===== src/rtl/mips_datapath_alu_muldiv_if.sv =====
// Request/response bundle between the execute stage and the iterative mul/div unit.
interface mips_datapath_alu_muldiv_if #(
   parameter int unsigned DATA_W = 32
);
   logic              start;
   logic [2:0]        op;
   logic              cancel;
   logic [DATA_W-1:0] data1;
   logic [DATA_W-1:0] data2;
   logic              busy;
   logic              done;
   logic              divZero;
   logic [DATA_W-1:0] hi;
   logic [DATA_W-1:0] lo;

   modport master (
      output start, op, cancel, data1, data2,
      input  busy, done, divZero, hi, lo
   );

   modport slave (
      input  start, op, cancel, data1, data2,
      output busy, done, divZero, hi, lo
   );
endinterface


===== src/rtl/mips_datapath_alu_muldiv.sv =====
// Iterative MULT/MULTU/DIV/DIVU unit owning HI/LO: radix-2 shift-add multiply,
// restoring divide, one iteration per cycle with a final sign-fix/commit cycle.
module mips_datapath_alu_muldiv #(
   parameter int unsigned DATA_W = 32
) (
   input logic                      clock,
   input logic                      reset,
   mips_datapath_alu_muldiv_if.slave bus
);
   localparam int unsigned CntW = $clog2(DATA_W) + 1;

   typedef enum logic [1:0] {StIdle, StRun, StFix} state_e;

   state_e              state_q, state_d;
   logic [CntW-1:0]     cnt_q, cnt_d;
   logic [2*DATA_W-1:0] acc_q, acc_d;
   logic [DATA_W-1:0]   opnd_q, opnd_d;
   logic                is_div_q, is_div_d;
   logic                neg_res_q, neg_res_d;
   logic                neg_rem_q, neg_rem_d;
   logic                dz_q, dz_d;
   logic [DATA_W-1:0]   hi_q, hi_d, lo_q, lo_d;
   logic                done_q, done_d;
   logic                dz_out_q, dz_out_d;

   logic                is_signed, sign1, sign2, zero_div;
   logic [DATA_W-1:0]   abs1, abs2;
   logic [DATA_W:0]     add_sum, trial_rem;
   logic [2*DATA_W-1:0] mult_next, div_next, prod_fix;
   logic [DATA_W-1:0]   quot, rem;

   // Most-negative operand negates to itself, which read unsigned is the right magnitude.
   assign is_signed = (bus.op == 3'd0) || (bus.op == 3'd2);
   assign sign1     = is_signed & bus.data1[DATA_W-1];
   assign sign2     = is_signed & bus.data2[DATA_W-1];
   assign abs1      = sign1 ? -bus.data1 : bus.data1;
   assign abs2      = sign2 ? -bus.data2 : bus.data2;
   assign zero_div  = bus.op[1] && (bus.data2 == '0);

   assign add_sum   = {1'b0, acc_q[2*DATA_W-1:DATA_W]} + {1'b0, opnd_q};
   assign mult_next = acc_q[0] ? {add_sum, acc_q[DATA_W-1:1]} : {1'b0, acc_q[2*DATA_W-1:1]};

   // Remainder is always below the divisor, so its shifted value fits in DATA_W+1 bits.
   assign trial_rem = acc_q[2*DATA_W-1:DATA_W-1];
   assign div_next  = (trial_rem >= {1'b0, opnd_q})
                    ? {DATA_W'(trial_rem - {1'b0, opnd_q}), acc_q[DATA_W-2:0], 1'b1}
                    : {acc_q[2*DATA_W-2:0], 1'b0};

   assign prod_fix  = neg_res_q ? -acc_q : acc_q;
   assign quot      = neg_res_q ? -acc_q[DATA_W-1:0] : acc_q[DATA_W-1:0];
   assign rem       = neg_rem_q ? -acc_q[2*DATA_W-1:DATA_W] : acc_q[2*DATA_W-1:DATA_W];

   always_comb begin
      state_d   = state_q;
      cnt_d     = cnt_q;
      acc_d     = acc_q;
      opnd_d    = opnd_q;
      is_div_d  = is_div_q;
      neg_res_d = neg_res_q;
      neg_rem_d = neg_rem_q;
      dz_d      = dz_q;
      hi_d      = hi_q;
      lo_d      = lo_q;
      done_d    = 1'b0;
      dz_out_d  = 1'b0;
      unique case (state_q)
         StIdle: begin
            if (bus.start && !bus.cancel) begin
               case (bus.op)
                  3'd0, 3'd1, 3'd2, 3'd3: begin
                     state_d   = zero_div ? StFix : StRun;
                     cnt_d     = CntW'(DATA_W);
                     is_div_d  = bus.op[1];
                     neg_res_d = sign1 ^ sign2;
                     neg_rem_d = sign1;
                     dz_d      = zero_div;
                     if (bus.op[1]) begin
                        acc_d  = {{DATA_W{1'b0}}, zero_div ? bus.data1 : abs1};
                        opnd_d = abs2;
                     end else begin
                        acc_d  = {{DATA_W{1'b0}}, abs2};
                        opnd_d = abs1;
                     end
                  end
                  3'd4:    hi_d = bus.data1;
                  3'd5:    lo_d = bus.data1;
                  default: ;
               endcase
            end
         end
         StRun: begin
            if (bus.cancel) begin
               state_d = StIdle;
            end else begin
               acc_d = is_div_q ? div_next : mult_next;
               cnt_d = cnt_q - 1'b1;
               if (cnt_q == CntW'(1)) state_d = StFix;
            end
         end
         StFix: begin
            state_d = StIdle;
            if (!bus.cancel) begin
               done_d   = 1'b1;
               dz_out_d = dz_q;
               if (dz_q) begin
                  hi_d = acc_q[DATA_W-1:0];
                  lo_d = '1;
               end else if (is_div_q) begin
                  hi_d = rem;
                  lo_d = quot;
               end else begin
                  hi_d = prod_fix[2*DATA_W-1:DATA_W];
                  lo_d = prod_fix[DATA_W-1:0];
               end
            end
         end
         default: state_d = StIdle;
      endcase
   end

   always_ff @(posedge clock) begin
      if (!reset) begin
         state_q   <= StIdle;
         cnt_q     <= '0;
         acc_q     <= '0;
         opnd_q    <= '0;
         is_div_q  <= 1'b0;
         neg_res_q <= 1'b0;
         neg_rem_q <= 1'b0;
         dz_q      <= 1'b0;
         hi_q      <= '0;
         lo_q      <= '0;
         done_q    <= 1'b0;
         dz_out_q  <= 1'b0;
      end else begin
         state_q   <= state_d;
         cnt_q     <= cnt_d;
         acc_q     <= acc_d;
         opnd_q    <= opnd_d;
         is_div_q  <= is_div_d;
         neg_res_q <= neg_res_d;
         neg_rem_q <= neg_rem_d;
         dz_q      <= dz_d;
         hi_q      <= hi_d;
         lo_q      <= lo_d;
         done_q    <= done_d;
         dz_out_q  <= dz_out_d;
      end
   end

   assign bus.busy    = (state_q != StIdle);
   assign bus.done    = done_q;
   assign bus.divZero = dz_out_q;
   assign bus.hi      = hi_q;
   assign bus.lo      = lo_q;
endmodule


===== src/flat_wrapper.sv =====
// flat-port wrapper written by rule: the top's interface ports become plain ports
module mips_datapath_alu_muldiv_flat 
#(
   parameter int unsigned DATA_W = 32
)
  (clock, reset, bus_start, bus_op, bus_cancel, bus_data1, bus_data2, bus_busy, bus_done, bus_divZero, bus_hi, bus_lo);
  mips_datapath_alu_muldiv_if #(.DATA_W(DATA_W)) bus_i ();
  input logic clock;
  input logic reset;
  input wire logic [$bits(bus_i.start)-1:0] bus_start;
  input wire logic [$bits(bus_i.op)-1:0] bus_op;
  input wire logic [$bits(bus_i.cancel)-1:0] bus_cancel;
  input wire logic [$bits(bus_i.data1)-1:0] bus_data1;
  input wire logic [$bits(bus_i.data2)-1:0] bus_data2;
  output wire logic [$bits(bus_i.busy)-1:0] bus_busy;
  output wire logic [$bits(bus_i.done)-1:0] bus_done;
  output wire logic [$bits(bus_i.divZero)-1:0] bus_divZero;
  output wire logic [$bits(bus_i.hi)-1:0] bus_hi;
  output wire logic [$bits(bus_i.lo)-1:0] bus_lo;
  assign bus_i.start = bus_start;
  assign bus_i.op = bus_op;
  assign bus_i.cancel = bus_cancel;
  assign bus_i.data1 = bus_data1;
  assign bus_i.data2 = bus_data2;
  assign bus_busy = bus_i.busy;
  assign bus_done = bus_i.done;
  assign bus_divZero = bus_i.divZero;
  assign bus_hi = bus_i.hi;
  assign bus_lo = bus_i.lo;
  mips_datapath_alu_muldiv #(.DATA_W(DATA_W)) u_core (.clock(clock), .reset(reset), .bus(bus_i));
endmodule

===== config.mk =====
export PLATFORM = sky130hd
export DESIGN_NAME = mips_datapath_alu_muldiv_flat
export DESIGN_NICKNAME = d
export VERILOG_FILES = /design/src/rtl/mips_datapath_alu_muldiv_if.sv /design/src/rtl/mips_datapath_alu_muldiv.sv /design/src/flat_wrapper.sv
export SDC_FILE = /design/constraint.sdc
export NUM_CORES = 1
export LEC_CHECK = 0
export ABC_AREA = 1
export BUFFER_PORTS_ARGS = -buffer_cell sky130_fd_sc_hd__buf_2
export CELL_PAD_IN_SITES_DETAIL_PLACEMENT = 0
export CELL_PAD_IN_SITES_GLOBAL_PLACEMENT = 1
export CORE_MARGIN = 2
export CORE_UTILIZATION = 42
export CTS_CLUSTER_SIZE = 20
export DETAILED_ROUTE_END_ITERATION = 12
export PLACE_DENSITY_LB_ADDON = 0.3
export SYNTH_ARGS = -nofsm -noshare
export SYNTH_HDL_FRONTEND = slang
export SYNTH_SLANG_ARGS = --single-unit

===== constraint.sdc =====
create_clock -name clock -period 3 [get_ports clock]
set_clock_uncertainty 0.15 [all_clocks]
set_input_delay 0.15 -clock clock [delete_from_list [all_inputs] [get_ports clock]]
set_output_delay 0.15 -clock clock [all_outputs]
set_load 0.02 [all_outputs]

==> results.cfg <==
[sta]
hold_slack_ns = 0.0184
worst_slack_ns = 0.137
rsz0062_at_grt = false
max-slew-margin-rel_pct = 47.5
hold_viol = 0
fin_crit_ns = 2.86
worst_pin_slew_ns = 0.788
setup_tns_ns = 0
slew_violations = 0
fmax_ghz = 0.349
finalSetupViolCount = 0
fin_crit_sh_pct = 95.4

[cells_and_area]
syn2layout_area_growth_pct = 13.8
antenna_cells = 0
layout-drive-gt1-share_pct = 9.48
layout.nets = 3897
fin_util_pct = 48.5
fill_cells = 5078

[floorplanning]
die_area_um2 = 47700
initial_utilization_pct = 42.6
die_h_um = 219
core_area_um2 = 45400
pin_count = 138
die_x_um = 219
row_count = 78

[grt]
antenna_found_initial = 1
use_met1_pct = 56.6
grt_overflow = 0
grt_util_met2_pct = 54.7
grt-busiest-layer = met1
grt_pass1_wl_um = 139000
grt_max_degree = 73
use_met3_pct = 10.2
grt_pass1_vias = 21800
track_usage_pct = 39.6

[cts]
cts_tree = built
htreeDepth = 4
insertion_delay_ns = 0.51
cts_root_buffer = clkbuf_16
clockBufferDepth = 2
numCtsBuffers = 17
clkTransAtPathRegs_ns = 0.08
cts.sinks = 174

[placed_design]
dp_slack_ns = 0.129
gp_congestion = 1.04
io_buffer_count = 137
dp_hpwl_um = 77200

[synthesis]
ys_seq_area_share_pct = 18.0
synth-edff-count = 0
synth_ff_type = dfxtp_1
avgSynthCellArea_um2 = 5.36
yosysWarnings = 0
synth_nets = 3746
ys_types = 49
syn_inst = 3603
async_flop_share_pct = 0
ys_ff_latch = 174
syn_area_um2 = 19300

[power]
cellLeakagePower_uw = 0.0114
powerDensity_nw_per_um2 = 536
ir_worst_vdd_uv = 450

[routing]
via_per_inst = 5.70
wl_um = 96400
drc = 0
drt-pass1-iter-count = 6
initialDrtViolationCount = 3127
routed-via-count = 24900
wl_per_cell_um = 22.1
antenna_left = 0

[worst_setup_path]
crit_arrival_ns = 3.16
path_max_fanout = 3
worst_setup_path_start_kind = input port
cp-end-kind = flop
crit_type = in -> reg
cp.required_ns = 3.30

[run]
max_cap_violations = 0

[min_path]
min_path_type = in -> reg

[run_status]
status = complete, no violations
==> cells by family (layout without fill, tap and decap cells) <==
| logic type | after synthesis | after routing | share of synthesized area [%] |
|---|---|---|---|
| AND/OR/NAND/NOR | 1967 | 1968 | 42.7 |
| AO/OA/AOI/OAI | 682 | 682 | 18.8 |
| buffers and inverters | 646 | 809 | 13.0 |
| flip-flops | 174 | 174 | 18.0 |
| adder cells (fa/ha/maj) | 72 | 72 | 4.74 |
| XOR/XNOR | 62 | 62 | 2.81 |
==> cell usage after synthesis (4+ instances only) <==
master | instances | area share, %
nand2_1 | 1080 | 21
inv_1 | 486 | 9.4
nor2_1 | 418 | 8.1
a21oi_1 | 323 | 8.4
nand3_1 | 307 | 7.9
o21ai_0 | 262 | 6.8
dfxtp_1 | 174 | 18
clkbuf_1 | 102 | 2.0
ha_1 | 70 | 4.5
xor2_1 | 55 | 2.5
nand4_1 | 49 | 1.6
nor3_1 | 35 | 0.91
buf_2 | 27 | 0.70
o211ai_1 | 27 | 1.0
nand3b_1 | 17 | 0.66
o21ai_1 | 13 | 0.34
o31ai_1 | 13 | 0.50
or2_2 | 13 | 0.42
a31oi_1 | 11 | 0.36
inv_2 | 11 | 0.21
nor2_2 | 10 | 0.32
o21bai_1 | 10 | 0.39
and2_1 | 9 | 0.29
nor2_4 | 9 | 0.52
buf_1 | 7 | 0.14
xnor2_1 | 7 | 0.32
buf_6 | 6 | 0.35
clkinv_1 | 6 | 0.12
nand2_2 | 5 | 0.16
nor4_1 | 4 | 0.13
==> cells in the final DEF (no fill, tap or decap), drive strengths merged, types with 3 or more instances in the layout <==
cell,n
nand2,1088
inv,506
nor2,437
a21oi,325
nand3,310
o21ai,277
buf,240
dfxtp,174
ha,70
xor2,55
nand4,49
nor3,38
dlygate4sd3,34
o211ai,29
clkbuf,18
nand3b,17
o31ai,13
or2,13
a31oi,11
o21bai,10
and2,9
clkinv,9
xnor2,7
nor4,5
o21a,3
a22oi,3
o22ai,3
==> worst paths after layout <==
path,from,to,slack (ns),depth (start not counted)
max,bus_data1[0],u_core.opnd_q[16]$_SDFFE_PN0P_,0.14,13
min,bus_data2[9],u_core.opnd_q[9]$_SDFFE_PN0P_,0.02,7
max reg2reg,u_core.acc_q[35]$_SDFFE_PN0P_,u_core.bus.hi[26]$_SDFFE_PN0P_,0.16,11
min reg2reg,u_core.cnt_q[2]$_SDFFE_PN0P_,u_core.cnt_q[2]$_SDFFE_PN0P_,0.35,2
==> state kept, by name, indices dropped and copies added (netlist names) <==
signal	flops
u_core.state_q	2
u_core.is_div_q	1
u_core.neg_rem_q	1
u_core.bus.hi	32
u_core.bus.divZero	1
u_core.bus.done	1
u_core.opnd_q	32
u_core.neg_res_q	1
u_core.acc_q	64
u_core.dz_q	1
u_core.bus.lo	32
u_core.cnt_q	6
==> where the power goes <==
part           switching [µW]  internal, µW
Combinational            4720          1830
Clock                    1230          1130
Sequential                310          2570
==> cell type report <==
class | count | area [µm²] | area share, %
clock buffers | 18 | 439 | 2.00
clock inverters | 14 | 138 | 0.626
inverters | 503 | 1890 | 8.60
multi-input cells | 2784 | 13400 | 60.9
flip-flops and latches | 174 | 3500 | 15.9
well taps | 600 | 751 | 3.41
repair buffers | 274 | 1880 | 8.55
==> routing by layer <==
layer | up-vias | part of all wire [%]
met3 | 202 | 12
met5 | - | 0.011
li1 | 11900 | -
met4 | 2 | 4.8
met2 | 1424 | 39
met1 | 11400 | 44
==> per-stage QoR <==
step                instance area, µm²  total power, µW  instances
floorplan                        19300             6900       3603
detailed placement               21000             9070       4300
finish                           22000            11800       4367
global route                     22000            12400       4367
global placement                 21000             9120       4300
CTS                              21900            11500       4366
==> timing repair <==
item | 4_1_cts | 5_1_grt
gates resized for setup | 0 | 20
endpoints found under the setup margin | 0 | 27
setup buffers | 0 | 0
endpoints found under the hold margin | 62 | 0
hold buffers | 34 | 0
==> critical path, stage by stage <==
cell           delay (ns)
dlygate4sd3_1        0.53
buf_2                0.16
inv_1                0.16
ha_1                 0.25
nand4_1              0.16
nand2_1              0.18
nand3_2              0.17
inv_1                0.13
o21ai_1              0.12
xor2_1               0.32
nand2_1              0.11
a31oi_1              0.15
dlygate4sd3_1        0.57
No activity file was read; power rests on OpenSTA's default activity.
